**config.mk**
```make
export PLATFORM = sky130hd
export DESIGN_NAME = truth_table_sequencer
export DESIGN_NICKNAME = d
export VERILOG_FILES = /design/src/rtl/tt_seq_pkg.sv /design/src/rtl/tt_settle_timer.sv /design/src/rtl/truth_table_sequencer.sv
export SDC_FILE = /design/constraint.sdc
export NUM_CORES = 1
export LEC_CHECK = 0
export CAP_MARGIN = 20
export CORE_MARGIN = 2
export CORE_UTILIZATION = 44
export DETAILED_ROUTE_END_ITERATION = 12
export GPL_ROUTABILITY_DRIVEN = 0
export PLACE_DENSITY = 0.77
export SYNTH_ARGS = -nofsm -noshare
export SYNTH_HDL_FRONTEND = slang
export SYNTH_HIERARCHICAL = 1
export SYNTH_SLANG_ARGS = --single-unit
```
**constraint.sdc**
```tcl
create_clock -name clk -period 2.56 [get_ports clk]
set_clock_uncertainty 0.15 [all_clocks]
set_input_delay 0.512 -clock clk [delete_from_list [all_inputs] [get_ports clk]]
set_output_delay 0.512 -clock clk [all_outputs]
set_load 0.05 [all_outputs]
```
**src/rtl/tt_seq_pkg.sv**
```systemverilog
// tt_seq_pkg
//   Shared definitions for the truth-table sequencer and its helpers:
//   the controller state encoding and the table-depth helper.
package tt_seq_pkg;

  typedef enum logic [1:0] {
    IDLE = 2'd0,
    WAIT = 2'd1,
    DONE = 2'd2
  } tt_state_e;

  // Number of entries in a truth table for n function inputs.
  function automatic int unsigned depth(input int unsigned n);
    return 32'd1 << n;
  endfunction

endpackage

```
**src/rtl/tt_settle_timer.sv**
```systemverilog
// tt_settle_timer
//   Loadable down-counter used to space out vector drive and sample.
//   load_i reloads LOAD_VAL; dec_i counts down and stops at zero.
//   Ports:
//     clk    - rising-edge clock
//     rst_n  - asynchronous active-low reset (count clears to 0)
//     load_i - reload the count with LOAD_VAL (wins over dec_i)
//     dec_i  - decrement by one while non-zero
//     zero_o - count is zero
module tt_settle_timer #(
  parameter int unsigned LOAD_VAL = 1
) (
  input  logic clk,
  input  logic rst_n,
  input  logic load_i,
  input  logic dec_i,
  output logic zero_o
);

  localparam int unsigned CNT_W = (LOAD_VAL > 0) ? $clog2(LOAD_VAL + 1) : 1;
  localparam logic [CNT_W-1:0] LOAD_Q = CNT_W'(LOAD_VAL);

  logic [CNT_W-1:0] cnt_q, cnt_d;

  always_comb begin
    cnt_d = cnt_q;
    if (load_i) begin
      cnt_d = LOAD_Q;
    end else if (dec_i && (cnt_q != '0)) begin
      cnt_d = cnt_q - 1'b1;
    end
  end

  always_ff @(posedge clk or negedge rst_n) begin
    if (!rst_n) begin
      cnt_q <= '0;
    end else begin
      cnt_q <= cnt_d;
    end
  end

  assign zero_o = (cnt_q == '0);

endmodule

```
**src/rtl/truth_table_sequencer.sv**
```systemverilog
// truth_table_sequencer
//   Walks every input combination of a small combinational block in
//   ascending order, waits SETTLE cycles per vector, samples the block's
//   output into a truth table and compares it with an expected table.
//   Ports:
//     clk, rst_n    - clock / asynchronous active-low reset
//     start         - launch a sweep (only from IDLE)
//     abort         - cancel a running sweep
//     exp_table     - expected table, bit i for input value i
//     dut_out       - output of the function under test
//     dut_in        - vector driven to the function (MSB = first input)
//     busy          - sweep in progress (including the DONE cycle)
//     done          - one-cycle completion pulse
//     result_valid  - table/compare outputs are valid
//     table_out     - captured table, bit i sampled with dut_in == i
//     match         - captured table equals expected table
//     err_count     - number of mismatching entries
//     first_err_idx - lowest mismatching index (0 if none)
module truth_table_sequencer
  import tt_seq_pkg::*;
#(
  parameter int unsigned N_IN   = 3,
  parameter int unsigned SETTLE = 1
) (
  input  logic                    clk,
  input  logic                    rst_n,
  input  logic                    start,
  input  logic                    abort,
  input  logic [depth(N_IN)-1:0]  exp_table,
  input  logic                    dut_out,
  output logic [N_IN-1:0]         dut_in,
  output logic                    busy,
  output logic                    done,
  output logic                    result_valid,
  output logic [depth(N_IN)-1:0]  table_out,
  output logic                    match,
  output logic [N_IN:0]           err_count,
  output logic [N_IN-1:0]         first_err_idx
);

  localparam int unsigned   DEPTH    = depth(N_IN);
  localparam logic [N_IN-1:0] LAST_IDX = '1;

  tt_state_e            state_q, state_d;
  logic [N_IN-1:0]      idx_q, idx_d;
  logic [N_IN-1:0]      dut_in_q, dut_in_d;
  logic [DEPTH-1:0]     table_q, table_d;
  logic [N_IN:0]        err_q, err_d;
  logic [N_IN-1:0]      first_q, first_d;
  logic                 busy_q, busy_d;
  logic                 done_q, done_d;
  logic                 valid_q, valid_d;
  logic                 match_q, match_d;

  logic                 timer_load;
  logic                 timer_dec;
  logic                 timer_zero;

  tt_settle_timer #(
    .LOAD_VAL (SETTLE)
  ) u_timer (
    .clk    (clk),
    .rst_n  (rst_n),
    .load_i (timer_load),
    .dec_i  (timer_dec),
    .zero_o (timer_zero)
  );

  always_comb begin
    state_d    = state_q;
    idx_d      = idx_q;
    dut_in_d   = dut_in_q;
    table_d    = table_q;
    err_d      = err_q;
    first_d    = first_q;
    busy_d     = busy_q;
    done_d     = 1'b0;
    valid_d    = valid_q;
    match_d    = match_q;
    timer_load = 1'b0;
    timer_dec  = 1'b0;

    case (state_q)
      IDLE: begin
        if (start) begin
          state_d    = WAIT;
          busy_d     = 1'b1;
          idx_d      = '0;
          dut_in_d   = '0;
          timer_load = 1'b1;
          table_d    = '0;
          err_d      = '0;
          first_d    = '0;
          valid_d    = 1'b0;
          match_d    = 1'b0;
        end
      end

      WAIT: begin
        if (abort) begin
          // Partial table is kept for debug but never marked valid.
          state_d  = IDLE;
          busy_d   = 1'b0;
          dut_in_d = '0;
        end else if (!timer_zero) begin
          timer_dec = 1'b1;
        end else begin
          table_d[idx_q] = dut_out;
          if (dut_out != exp_table[idx_q]) begin
            err_d = err_q + 1'b1;
            // A zero count before this sample means this is the first miss.
            if (err_q == '0) begin
              first_d = idx_q;
            end
          end
          if (idx_q == LAST_IDX) begin
            state_d = DONE;
            done_d  = 1'b1;
            valid_d = 1'b1;
            match_d = (err_d == '0);
          end else begin
            idx_d      = idx_q + 1'b1;
            dut_in_d   = idx_q + 1'b1;
            timer_load = 1'b1;
          end
        end
      end

      DONE: begin
        state_d  = IDLE;
        busy_d   = 1'b0;
        dut_in_d = '0;
      end

      default: begin
        state_d  = IDLE;
        busy_d   = 1'b0;
        dut_in_d = '0;
      end
    endcase
  end

  always_ff @(posedge clk or negedge rst_n) begin
    if (!rst_n) begin
      state_q  <= IDLE;
      idx_q    <= '0;
      dut_in_q <= '0;
      table_q  <= '0;
      err_q    <= '0;
      first_q  <= '0;
      busy_q   <= 1'b0;
      done_q   <= 1'b0;
      valid_q  <= 1'b0;
      match_q  <= 1'b0;
    end else begin
      state_q  <= state_d;
      idx_q    <= idx_d;
      dut_in_q <= dut_in_d;
      table_q  <= table_d;
      err_q    <= err_d;
      first_q  <= first_d;
      busy_q   <= busy_d;
      done_q   <= done_d;
      valid_q  <= valid_d;
      match_q  <= match_d;
    end
  end

  assign dut_in        = dut_in_q;
  assign busy          = busy_q;
  assign done          = done_q;
  assign result_valid  = valid_q;
  assign table_out     = table_q;
  assign match         = match_q;
  assign err_count     = err_q;
  assign first_err_idx = first_q;

endmodule

```
Word-level counts from Yosys, hierarchy flattened
Cells that the tools add are included.
Widths: inputs -> output; s select.

storage, ports and cells
  bits in latches = 0
  word-level logic and storage cells = 104
  memory bits (writable) = 0
  output and inout bits = 22
  memories = 0
  register bits = 28
  bits in read-only memories = 0
  input port bits = 13

cells by class
  div/mod/pow operators = 0
  muxes and demuxes = 60
  equal/unequal tests = 14
  shift operators = 0
  $add $sub $neg = 3
  bitwise gates (word level) = 0
  reduce and logical (&&, ||, !) cells = 14
  magnitude comparators = 2
  $mul = 0

operators by type and width
  operator             count
  $mux 4               7
  $mux 3               9
  $mux 1               24
  $mux 8               3
  $pmux 3 s2           3
  $ne 2x2->1 const B   8
  $pmux 8 s2           1
  $reduce_and 5->1     2
  $ne 3x3->1 const B   3
  $bwmux 8             1
  $logic_not 4->1      2
  $mux 2               4
  $pmux 1 s2           4
  $pmux 4 s2           1
  $reduce_and 3->1     2
  $reduce_and 6->1     1
  $add 4x1->4 const B  1
  $lt 3x4->1 const B   1
  $pmux 2 s2           1
  $reduce_and 4->1     1
  $reduce_bool 2->1    2
  $add 3x1->3 const B  1
  $bmux 1 s3           1
  $demux 1 s3          1
  other kinds (8)      9

Longest topological paths before layout
Gate-level depths: netlist of run 1.

  depth after elaboration = 12
  gate-level depth with buffers = 7

By module
Netlist of run 1, hierarchy kept.

by module, submodules not included
  module                 area each (µm²)  cells each  times used
  truth_table_sequencer  1445.1           143         1
  tt_settle_timer        40.0             3           1

Worst setup path after synthesis of run 1
No wires, ideal clock.

  kind = in2reg
  start point = input port exp_table[7]
  end point = register first_q[2], in the netlist first_err_idx[2]
  path slack = 0.313 ns
  arrival = 1.975 ns
  buffers on the path = 0
  cell stages on the path = 5
  library setup time = 0.122 ns
  cell sequence = mux4_2 -> mux2i_4 -> xor2_4 -> or3_1 -> a32o_1

on the way
  longest elaborated chain between the ends = 5

ends and longest elaborated chain
  item                          line                          text
  start, declared               truth_table_sequencer.sv:29   input logic [depth(N_IN)-1:0] exp_table,
  $bmux 1 s3                    truth_table_sequencer.sv:109  if (dut_out != exp_table[idx_q]) begin
  $mux 1 (not written as such)  truth_table_sequencer.sv:109
  $ne 1x1->1                    truth_table_sequencer.sv:109
  $ne 2x2->1 (no line)          n/a
  $reduce_and 6->1 (no line)    n/a
  end signal, assigned          truth_table_sequencer.sv:161  first_q <= first_d;
  end, declared                 truth_table_sequencer.sv:49   logic [N_IN-1:0] first_q, first_d;

Every way passes these cells. The select of a mux whose other input is x is not followed.
A chain may end at the register's enable or synchronous reset.

Final worst setup path of run 1
  start point = input port exp_table[2]
  end point = register err_q[3], in the netlist err_count[3]

on the way
  longest elaborated chain between the ends = 10

ends and longest elaborated chain
  item                          line                          text
  $bmux 1 s3                    truth_table_sequencer.sv:109
  $mux 1 (not written as such)  truth_table_sequencer.sv:109
  $ne 1x1->1                    truth_table_sequencer.sv:109
  $mux 4                        truth_table_sequencer.sv:109
  $mux 4                        truth_table_sequencer.sv:105  end else if (!timer_zero) begin
  $mux 4                        truth_table_sequencer.sv:100  if (abort) begin
  $mux 4                        truth_table_sequencer.sv:83   case (state_q)
  $mux 4                        truth_table_sequencer.sv:105
  $mux 4                        truth_table_sequencer.sv:100
  $pmux 4 s2                    truth_table_sequencer.sv:83
  end signal, assigned          truth_table_sequencer.sv:160  err_q <= err_d;
  end, declared                 truth_table_sequencer.sv:48   logic [N_IN:0] err_q, err_d;

Every way passes these cells. The select of a mux whose other input is x is not followed.

==> flow_summary.yaml, run 1 <==
routing:
  first_pass_iters: 4
  routedWlPerCell_um: 14.3
  ant_nets: 0
  wl_um: 3340
  viasPerCell: 5.41
  drt-initial-drc-count: 47
  drcViolationCount: 0
  vias: 1265
sta:
  worstMarginPinSlew_ns: 0.560
  fin_setup_tns_ns: 0
  finalMaxSlewViolations: 0
  hold_viol: 0
  period_needed_ns: 2.35
  rsz0062_at_grt: "no"
  finalCritPeriodShare_pct: 91.9
  max_slew_margin_pct: 62.7
  fin_ws_ns: 0.208
  fmax_mhz: 425
  setup_viol: 0
global_route:
  antenna_found_initial: 0
  grt_remaining_overflow: 0
  grt_pass1_wl_um: 5850
  grt_usage_pct: 18.7
  grt_pass1_vias: 1304
  grt_max_degree: 29
cells_and_area:
  drive_above_1_share_pct: 12.2
  post-route-util_pct: 60.2
  fin_nets: 206
  synthToLayoutAreaGrowth_pct: 33.1
  fin_area_um2: 1980
  n_antenna_cell: 0
  mostFrequentLayoutCells: "34 x clkdlybuf4s50_1, 28 x dfrtp_1, 15 x o21ai_1"
  layout.cells.non_filler: 234
  layout_commonest_cell: "clkdlybuf4s50_1"
placement:
  hpwl_um: 2510
  numPlacedInstances: 230
  dp_slack_ns: -0.144
  portBuffers: 34
  placedInstanceArea_um2: 1920
worst_setup_path:
  cp_data_arrival_time_ns: 2.47
  reg2reg_depth: 6
  path_class: "in -> reg"
  start_kind: "input port"
  endpoint_kind: "flip-flop"
  r2r_start: "idx_q[0]"
  cp_data_required_time_ns: 2.68
  timing.rr.end: "err_count[3]"
  reg2reg_slack_ns: 0.31
  path_max_fanout: 6
floorplanning:
  rows: 21
  pin_count: 35
  start_util_pct: 45.2
  die-area_um2: 3860
  die_w_um: 62.1
  dieHeight_um: 62.1
  coreArea_um2: 3280
clock_network:
  clockBufferDepth: 2
  ctsResizeCount: 0
  cts_setup_buffers: 0
  postCtsHoldBufs: 0
  numCtsBuffers: 3
  clkTransAtPathRegs_ns: 0.15
  cts_num_sinks: 28
  ctsRootBufferMaster: "clkbuf_4"
  cts_max_level: 1
  clkLatencyLatePin_ns: 0.32
  cts_tree: "built"
yosys:
  synth_ff_type: "dfrtp_1"
  synth_top_family_by_area: "compound AO/OA/AOI/OAI gates"
  synth_seq_cells: 28
  syn-num-nets: 163
  synthAdderAreaFrac_pct: 3.37
  synth.avg_cell_area_um2: 10.2
  synth_compound_area_share_pct: 20.7
  ys_async_sr_fraction_pct: 100
  syn_inst: 146
  synth.yosys.seq_area_share_pct: 47.2
  synth_mux_area_share_pct: 7.33
  synthSimpleGateAreaFrac_pct: 14.6
  yosysWarnings: 6
  ys_types: 35
  synth-edff-count: 0
  synth_xor_area_share_pct: 3.03
  synth_area_um2: 1490
outcome:
  outcome: "finished, final reports clean"
hold_path:
  holdPathEnd: "result_valid"
  hp-class: "reg -> reg"
  min_path_cells: 1
  hold_start: "result_valid"
power:
  vdd.ir_drop.worst_mv: 0.317
  p_leak_nw: 0.870
  power_density_nw_per_um2: 746
job:
  drv_cap: 0
[area by class of cell]
cell class              instances  area, µm²
repair buffers                 43        408
inverters                       8       30.0
well taps                      46       57.6
multi-input cells             105        728
flip-flops and latches         28        701
clock buffers                   3       22.5
clock inverters                 1       30.0
fillers                       281       1310
[how the worst max path moves through the flow]
stage / startpoint / end / slack [ns] / cells after the start
final: exp_table[2] / err_count[3] / 0.21 / 7
after global routing: exp_table[2] / match / 0.14 / 6
after CTS: exp_table[2] / err_count[3] / 0.21 / 7
after detailed placement: exp_table[2] / first_err_idx[1] / -0.14 / 6
after global placement: exp_table[7] / first_err_idx[2] / -0.10 / 6
after floorplan: exp_table[7] / first_err_idx[2] / 0.31 / 5
[logic make-up after synthesis]
group                      count (synthesis)
xor gates and xnor gates                   3
AOI/OAI and AO/OA                         46
and+or+nand+nor                           45
buffers and inverters                     13
muxes                                      7
DFF                                       28
adders and majority gates                  4
[report_power, final]
group,internal (mW),total [mW],switching [mW]
Clock,0.158,0.289,0.131
Combinational,0.259,0.639,0.380
Sequential,0.496,0.547,0.0515
Total,0.913,1.47,0.562
[Yosys cell counts, types with 2 or more instances]
cell | n | share of area, %
dfrtp_1 | 28 | 47
o21ai_1 | 15 | 5.1
nor2_1 | 13 | 3.3
nand2_1 | 11 | 2.8
a21oi_1 | 6 | 2.0
nand2b_1 | 6 | 2.5
a21o_1 | 5 | 2.5
a22o_1 | 5 | 2.9
inv_1 | 5 | 1.3
a31oi_1 | 4 | 1.7
clkbuf_1 | 4 | 1.0
ha_1 | 4 | 3.4
nand3_1 | 4 | 1.3
nor3_1 | 4 | 1.3
a32o_1 | 3 | 2.0
inv_2 | 3 | 0.76
mux2i_1 | 3 | 2.0
o21ai_0 | 3 | 1.0
mux4_2 | 2 | 3.0
nand3b_1 | 2 | 1.0
o31ai_1 | 2 | 1.0
[worst max-delay path, cell delays in order]
cell and delay (ns):
clkdlybuf4s50_1 0.41, mux4_2 0.49, mux2i_4 0.24, xor2_4 0.10, buf_4 0.17, or4_1 0.47
nand3_1 0.09
[flip-flops by register name, summed over array words and instances (netlist names), 2 cells and up]
name	count
dut_in	3
idx_q	3
state_q	2
err_count	4
first_err_idx	3
table_out	8
[routing by layer]
metal  GRT usage (%)  vias to the layer above  wire, µm  part of all wire (%)
met2            30.3                       18      1720                    52
li1                -                      612         -                     -
met3            2.72                        6        80                   2.4
met4            7.78                        0        51                   1.5
met5               0                        -         0                     0
met1            25.4                      629      1480                    44
[stage by stage]
stage	hold WS, ns	power, mW
6_report	0.346	1.47
5_1_grt	0.367	1.56
2_1_floorplan	0.0664	0.998
4_1_cts	0.356	1.48
3_5_place_dp	0.322	1.19
3_3_place_gp	0.310	1.17
No activity file was read; power rests on OpenSTA's default activity.
==> run 2: changes to the inputs <==
Settings changed: GPL_ROUTABILITY_DRIVEN 0 to unset.
==> results of run 2 <==
The final DEF is identical to that of run 1; final timing and power are the same.
==> RTL edit 1, RTL diff (settings of run 2) <==
Re-encode `tt_state_e` (3 states) as one-hot, 3 bits wide.
--- a/src/rtl/tt_seq_pkg.sv
+++ b/src/rtl/tt_seq_pkg.sv
@@ -3,10 +3,10 @@
 //   the controller state encoding and the table-depth helper.
 package tt_seq_pkg;
 
-  typedef enum logic [1:0] {
-    IDLE = 2'd0,
-    WAIT = 2'd1,
-    DONE = 2'd2
+  typedef enum logic [2:0] {
+    IDLE = 3'b001,
+    WAIT = 3'b010,
+    DONE = 3'b100
   } tt_state_e;
 
   // Number of entries in a truth table for n function inputs.
Formal check against the unedited RTL: no difference found for any inputs over 10 cycles, from zero or initial values and one cycle with rst_n low; not proved beyond that.
==> RTL edit 1 against run 2 <==
Area after synthesis is 1.7% higher. Sequential cell count is 1 higher. Utilization is 0.55 points lower. Largest cell class is now sequential cells. Routed wire length is 6.7% higher. Synthesized cell count is 2.1% higher. Setup slack worse by 15 ps. Final area is 0.13% lower.
Power is not compared: it rests on default switching activity, and its combinational part moved more than twofold at a synthesized area within 25%.
==> RTL edit 1: results (changes against run 2) <==
| Metric | Value |
|---|---|
| Top post-synthesis cells by area | `dfrtp_1 (46%), o21ai_0 (5.6%), mux4_1 (3.5%)` |
| R2R cell count | `5 (-1)` |
| TritonCTS buffer count | `5 (+2)` |
| Slew HR | `65.69% (+3.0 points)` |
| WL final | `3558 µm (+6.7%)` |
| Crit path DAT | `2420 ps (-50 ps)` |
| Hold Path Stages | `2 (+1)` |
| DP HPWL | `2595 µm (+3.4%)` |
| Outcome | `finished clean` |
| All-Layer GR Usage | `20.15% (+1.5 points)` |
| WHS | `341.9 ps (-4.533 ps)` |
| Syn_nets | `166 (+1.8%)` |
| Layout cell share with drive strength beyond 1 | `13.68% (+1.5 points)` |
| Met3 routed WL | `226 µm (+180%)` |
| FF-to-FF End | `err_count[2]` |
| Post-synthesis sequential area ratio | `48.14% (+0.96 points)` |
| Clock transition at the registers of the reported paths | `100 ps (-50 ps)` |
| DRC marker count from the first detailed-route iteration | `44 (-6.4%)` |
| Routed met1 length | `1566 µm (+5.8%)` |
| Routed wl met2 | `1716 µm (-0.41%)` |
| Crit path from | `exp_table[1]` |
| R2R Setup Slk | `290 ps (-20 ps)` |
| First-pass GRT wire length | `6127 µm (+4.7%)` |
| Commonest cells in the netlist | `dfrtp_1 (28), o21ai_0 (17), inv_1 (11), nand2_1 (11), nor2_1 (9)` |
| Slowest-stage cell, CP | `mux4_1` |
| Gate Count Post-Synth | `149 (+2.1%)` |
| Placed Instances | `228 (-0.87%)` |
| Pre-CTS WS | `-210.1 ps (-65.87 ps)` |
| Vias per Instance | `5.449 (+0.80%)` |
| Worst-path maximum fanout | `4 (-2)` |
| Unique masters post-synth | `41 (+17%)` |
## RTL edit 1: cell types whose count changed after synthesis, sizes merged, moves of 3 or more
| cell | run 2 | this run |
|---|---|---|
| nor2 | 13 | 9 |
| a32o | 3 | 0 |
| inv | 8 | 12 |
| clkbuf | 4 | 7 |
| nand2b | 6 | 3 |
| a21o | 5 | 1 |
## RTL edit 1: final cells by class
cell class | count | area, µm²
Clock buffer | 6 | 41.29
Clock inverter | 2 | 10.01
Tap cell | 46 | 57.56
Sequential cell | 29 | 726.9
Timing Repair Buffer | 41 | 392.9
Multi-Input combinational cell | 100 | 700.7
Fill cell | 305 | 1336
Inverter | 12 | 45.04
## RTL edit 1: per-stage QoR
stage | TNS [ps] | area [µm²] | power, mW
global route | 0 | 1974 | 0.9976
detailed placement | -923.6 | 1923 | 0.6788
global placement | -275.3 | 1923 | 0.6738
floorplan | 0 | 1510 | 0.6084
CTS | 0 | 1974 | 0.9457
finish | 0 | 1974 | 0.9362
## RTL edit 1: layer usage
| metal | GRT usage (%) | up-vias |
|---|---|---|
| met3 | 7.207 | 5 |
| li1 | - | 618 |
| met1 | 25.29 | 617 |
| met2 | 32.80 | 46 |
| met4 | 5.833 | 0 |
| met5 | 0 | - |
## RTL edit 1: how the worst max path moves through the flow
stage / slack, ps / depth (start not counted) / to
2_1_floorplan: 340 / 5 / first_err_idx[0]
6_report: 190 / 6 / err_count[2]
5_1_grt: 80 / 6 / err_count[2]
3_3_place_gp: -70 / 6 / err_count[2]
3_5_place_dp: -210 / 6 / err_count[2]
4_1_cts: 150 / 6 / err_count[2]
## RTL edit 1: cells by family after synthesis
logic type / count (synthesis) / synth area share [%]
AND/OR/NAND/NOR: 40 / 13.75
XOR/XNOR: 2 / 1.657
buffers and inverters: 20 / 5.468
AO/OA/AOI/OAI: 48 / 21.21
multiplexers: 6 / 6.462
flip-flops: 29 / 48.14
adder cells (fa/ha/maj): 4 / 3.314
## RTL edit 1: power by group through the flow
stage                     registers (mW)  logic [mW]  clock network (mW)
after floorplan                    0.514      0.0941                   0
after global placement             0.495       0.178                   0
after detailed placement           0.497       0.182                   0
after CTS                          0.488       0.182               0.275
after global routing               0.491       0.200               0.307
final                              0.489       0.182               0.266
## RTL edit 1: tightest hold or removal path: cells and delay by family (launching register included)
kind	cells	cell delay, ps
compound gates	1	60
simple gates	1	50
flops	1	360
==> RTL edit 2, RTL diff (config.mk and constraints of run 2) <==
Without the edit above. The parameter `N_IN` goes from 3 to 6.
--- a/src/rtl/truth_table_sequencer.sv
+++ b/src/rtl/truth_table_sequencer.sv
@@ -19,7 +19,7 @@
 module truth_table_sequencer
   import tt_seq_pkg::*;
 #(
-  parameter int unsigned N_IN   = 3,
+  parameter int unsigned N_IN   = 6,
   parameter int unsigned SETTLE = 1
 ) (
   input  logic                    clk,
Ports: changed (5 resized); port bits go from 35 to 156. No check against the original RTL was run, so the function may have changed too.
==> RTL edit 2 against run 2 <==
The flow now finishes with violations (negative setup slack). Worst hold slack worse by 18 ps. Critical path depth is 6 higher. Via count grew to 4.5 times the old value. Final area grew to 4.0 times the old value. Non-clock buffer count is 202 higher. Sequential cell count is 68 higher. Area after synthesis grew to 3.5 times the old value. Routed wire length grew to 5.6 times the old value. Setup slack worse by 660 ps. Total power grew to 2.8 times the old value. Largest cell class unchanged. Largest power group is now registers. Highest routed layer unchanged.
==> RTL edit 2: results (changes against run 2) <==
| Metric | Value |
|---|---|
| Met1 GRT Util | `36.59% (+11 points)` |
| All-Layer GR Usage | `28.75% (+10 points)` |
| I/O Buffers | `155 (+360%)` |
| First-pass GRT wire length | `29180 µm (+400%)` |
| Top post-synthesis cells by area | `dfrtp_1 (47%), o21ai_0 (14%), a21oi_1 (6.5%)` |
| Outcome | `finished with violations` |
| Placed Instances | `907 (+290%)` |
| Routability cong. | `0.9280 (+19%)` |
| Met3 routed WL | `1889 µm (+2300%)` |
| Layout cell share with drive strength beyond 1 | `18.99% (+6.8 points)` |
| Asr flop ratio synth | `100.0% (unchanged)` |
| Routed met1 length | `7222 µm (+390%)` |
| CP max stage delay | `430 ps (-60 ps)` |
| Worst Setup Slack, final | `-449.3 ps (-656.8 ps)` |
| Largest net degree at the start of global routing | `65 (+120%)` |
| DP HPWL | `13100 µm (+420%)` |
| Routed wl met2 | `9300 µm (+440%)` |
| Worst-path maximum fanout | `6 (unchanged)` |
| Commonest cells in the netlist | `o21ai_0 (145), dfrtp_1 (96), a21oi_1 (67), nand2_1 (39), nor2_1 (26)` |
| Htree depth | `3 (+2)` |
| Unique masters post-synth | `58 (+66%)` |
| GR Util met2 | `48.43% (+18 points)` |
| TritonCTS buffer count | `9 (+6)` |
| Largest register FFs | `64 (+56)` |
| GRT met3 Usage | `6.425% (+3.7 points)` |
| Worst-skew pair later-pin latency | `350 ps (+30 ps)` |
| Mapped Avg Cell Area | `8.958 µm² (-12%)` |
| Final Setup Violations | `14 (+14)` |
| TNS Setup | `-5066 ps (-5066 ps)` |
| Post-synthesis sequential area ratio | `46.56% (-0.62 points)` |
| Clock transition at the registers of the reported paths | `70 ps (-80 ps)` |
| Placement Cell Area | `7316 µm² (+280%)` |
| Final Instance Count excl. Fillers | `938 (+300%)` |
| Failing checks | `negative setup slack` |
| Root buf cell | `clkbuf_16` |
| Via count | `5669 (+350%)` |
| Syn_nets | `648 (+300%)` |
| Post-DR wirelength/cell | `20.07 µm (+41%)` |
| Slowest-stage cell, CP | `dfrtp_2` |
| Drt pass-1 iters | `6 (+2)` |
| Pre-CTS WS | `-917.2 ps (-773.0 ps)` |
| VDD IR max | `0.0004152 V (+31%)` |
| DRC marker count from the first detailed-route iteration | `545 (+1100%)` |
| Cell family with the largest share of critical-path delay | `compound AO/OA/AOI/OAI gates` |
| Layout Nets | `862 (+320%)` |
| Static leakage | `3.370 nW (+290%)` |
| Slew HR | `55.14% (-7.5 points)` |
| Switching portion of total power | `32.46% (-5.7 points)` |
| FILL cells | `891 (+220%)` |
| Crit path DAT | `3130 ps (+660 ps)` |
## RTL edit 2: logic make-up after synthesis
kind of cell / Yosys count / share of synthesized area [%]
buffers and inverters: 57 / 4.825
muxes: 26 / 5.868
DFF: 96 / 46.56
and+or+nand+nor: 127 / 12.44
xor gates and xnor gates: 5 / 0.8487
adders and majority gates: 3 / 0.7275
AOI/OAI and AO/OA: 262 / 28.73
## RTL edit 2: power by group through the flow
stage	sequential [mW]	clock [mW]	combinational [mW]
6_report	1.59	1.35	1.23
5_1_grt	1.59	1.43	1.30
4_1_cts	1.58	1.35	1.11
3_5_place_dp	1.62	0	1.06
3_3_place_gp	1.62	0	1.03
2_1_floorplan	1.69	0	0.513
## RTL edit 2: cell type report
cell class / count / area [µm²] / share of cell area (%)
Multi-Input combinational cell: 423 / 2679 / 33.71
Timing Repair Buffer: 245 / 2328 / 29.30
Inverter: 15 / 56.30 / 0.7085
Sequential cell: 96 / 2407 / 30.29
Tap cell: 143 / 178.9 / 2.252
Clock inverter: 6 / 57.56 / 0.7243
Clock buffer: 10 / 239.0 / 3.007
## RTL edit 2: final timing paths
path,from,end,slack (ps),cells after the start
setup / recovery,idx_q[2],first_err_idx[1],-450,13
hold / removal,dut_in[0],dut_in[0],330,2
setup reg to reg,idx_q[2],first_err_idx[1],-450,13
hold reg to reg,dut_in[0],dut_in[0],330,2
max in group asynchronous,rst_n,idx_q[4],1130,3
min in group asynchronous,rst_n,err_count[5],490,2
## RTL edit 2: repair_timing
| action | CTS | global route |
|---|---|---|
| gates cloned | 0 | 2 |
| hold buffers | 1 | 0 |
| pin swaps | 5 | 15 |
| setup buffers | 7 | 6 |
| resized for setup | 12 | 39 |
| endpoints found under the setup margin | 14 | 18 |
| hold endpoints to repair | 29 | 0 |
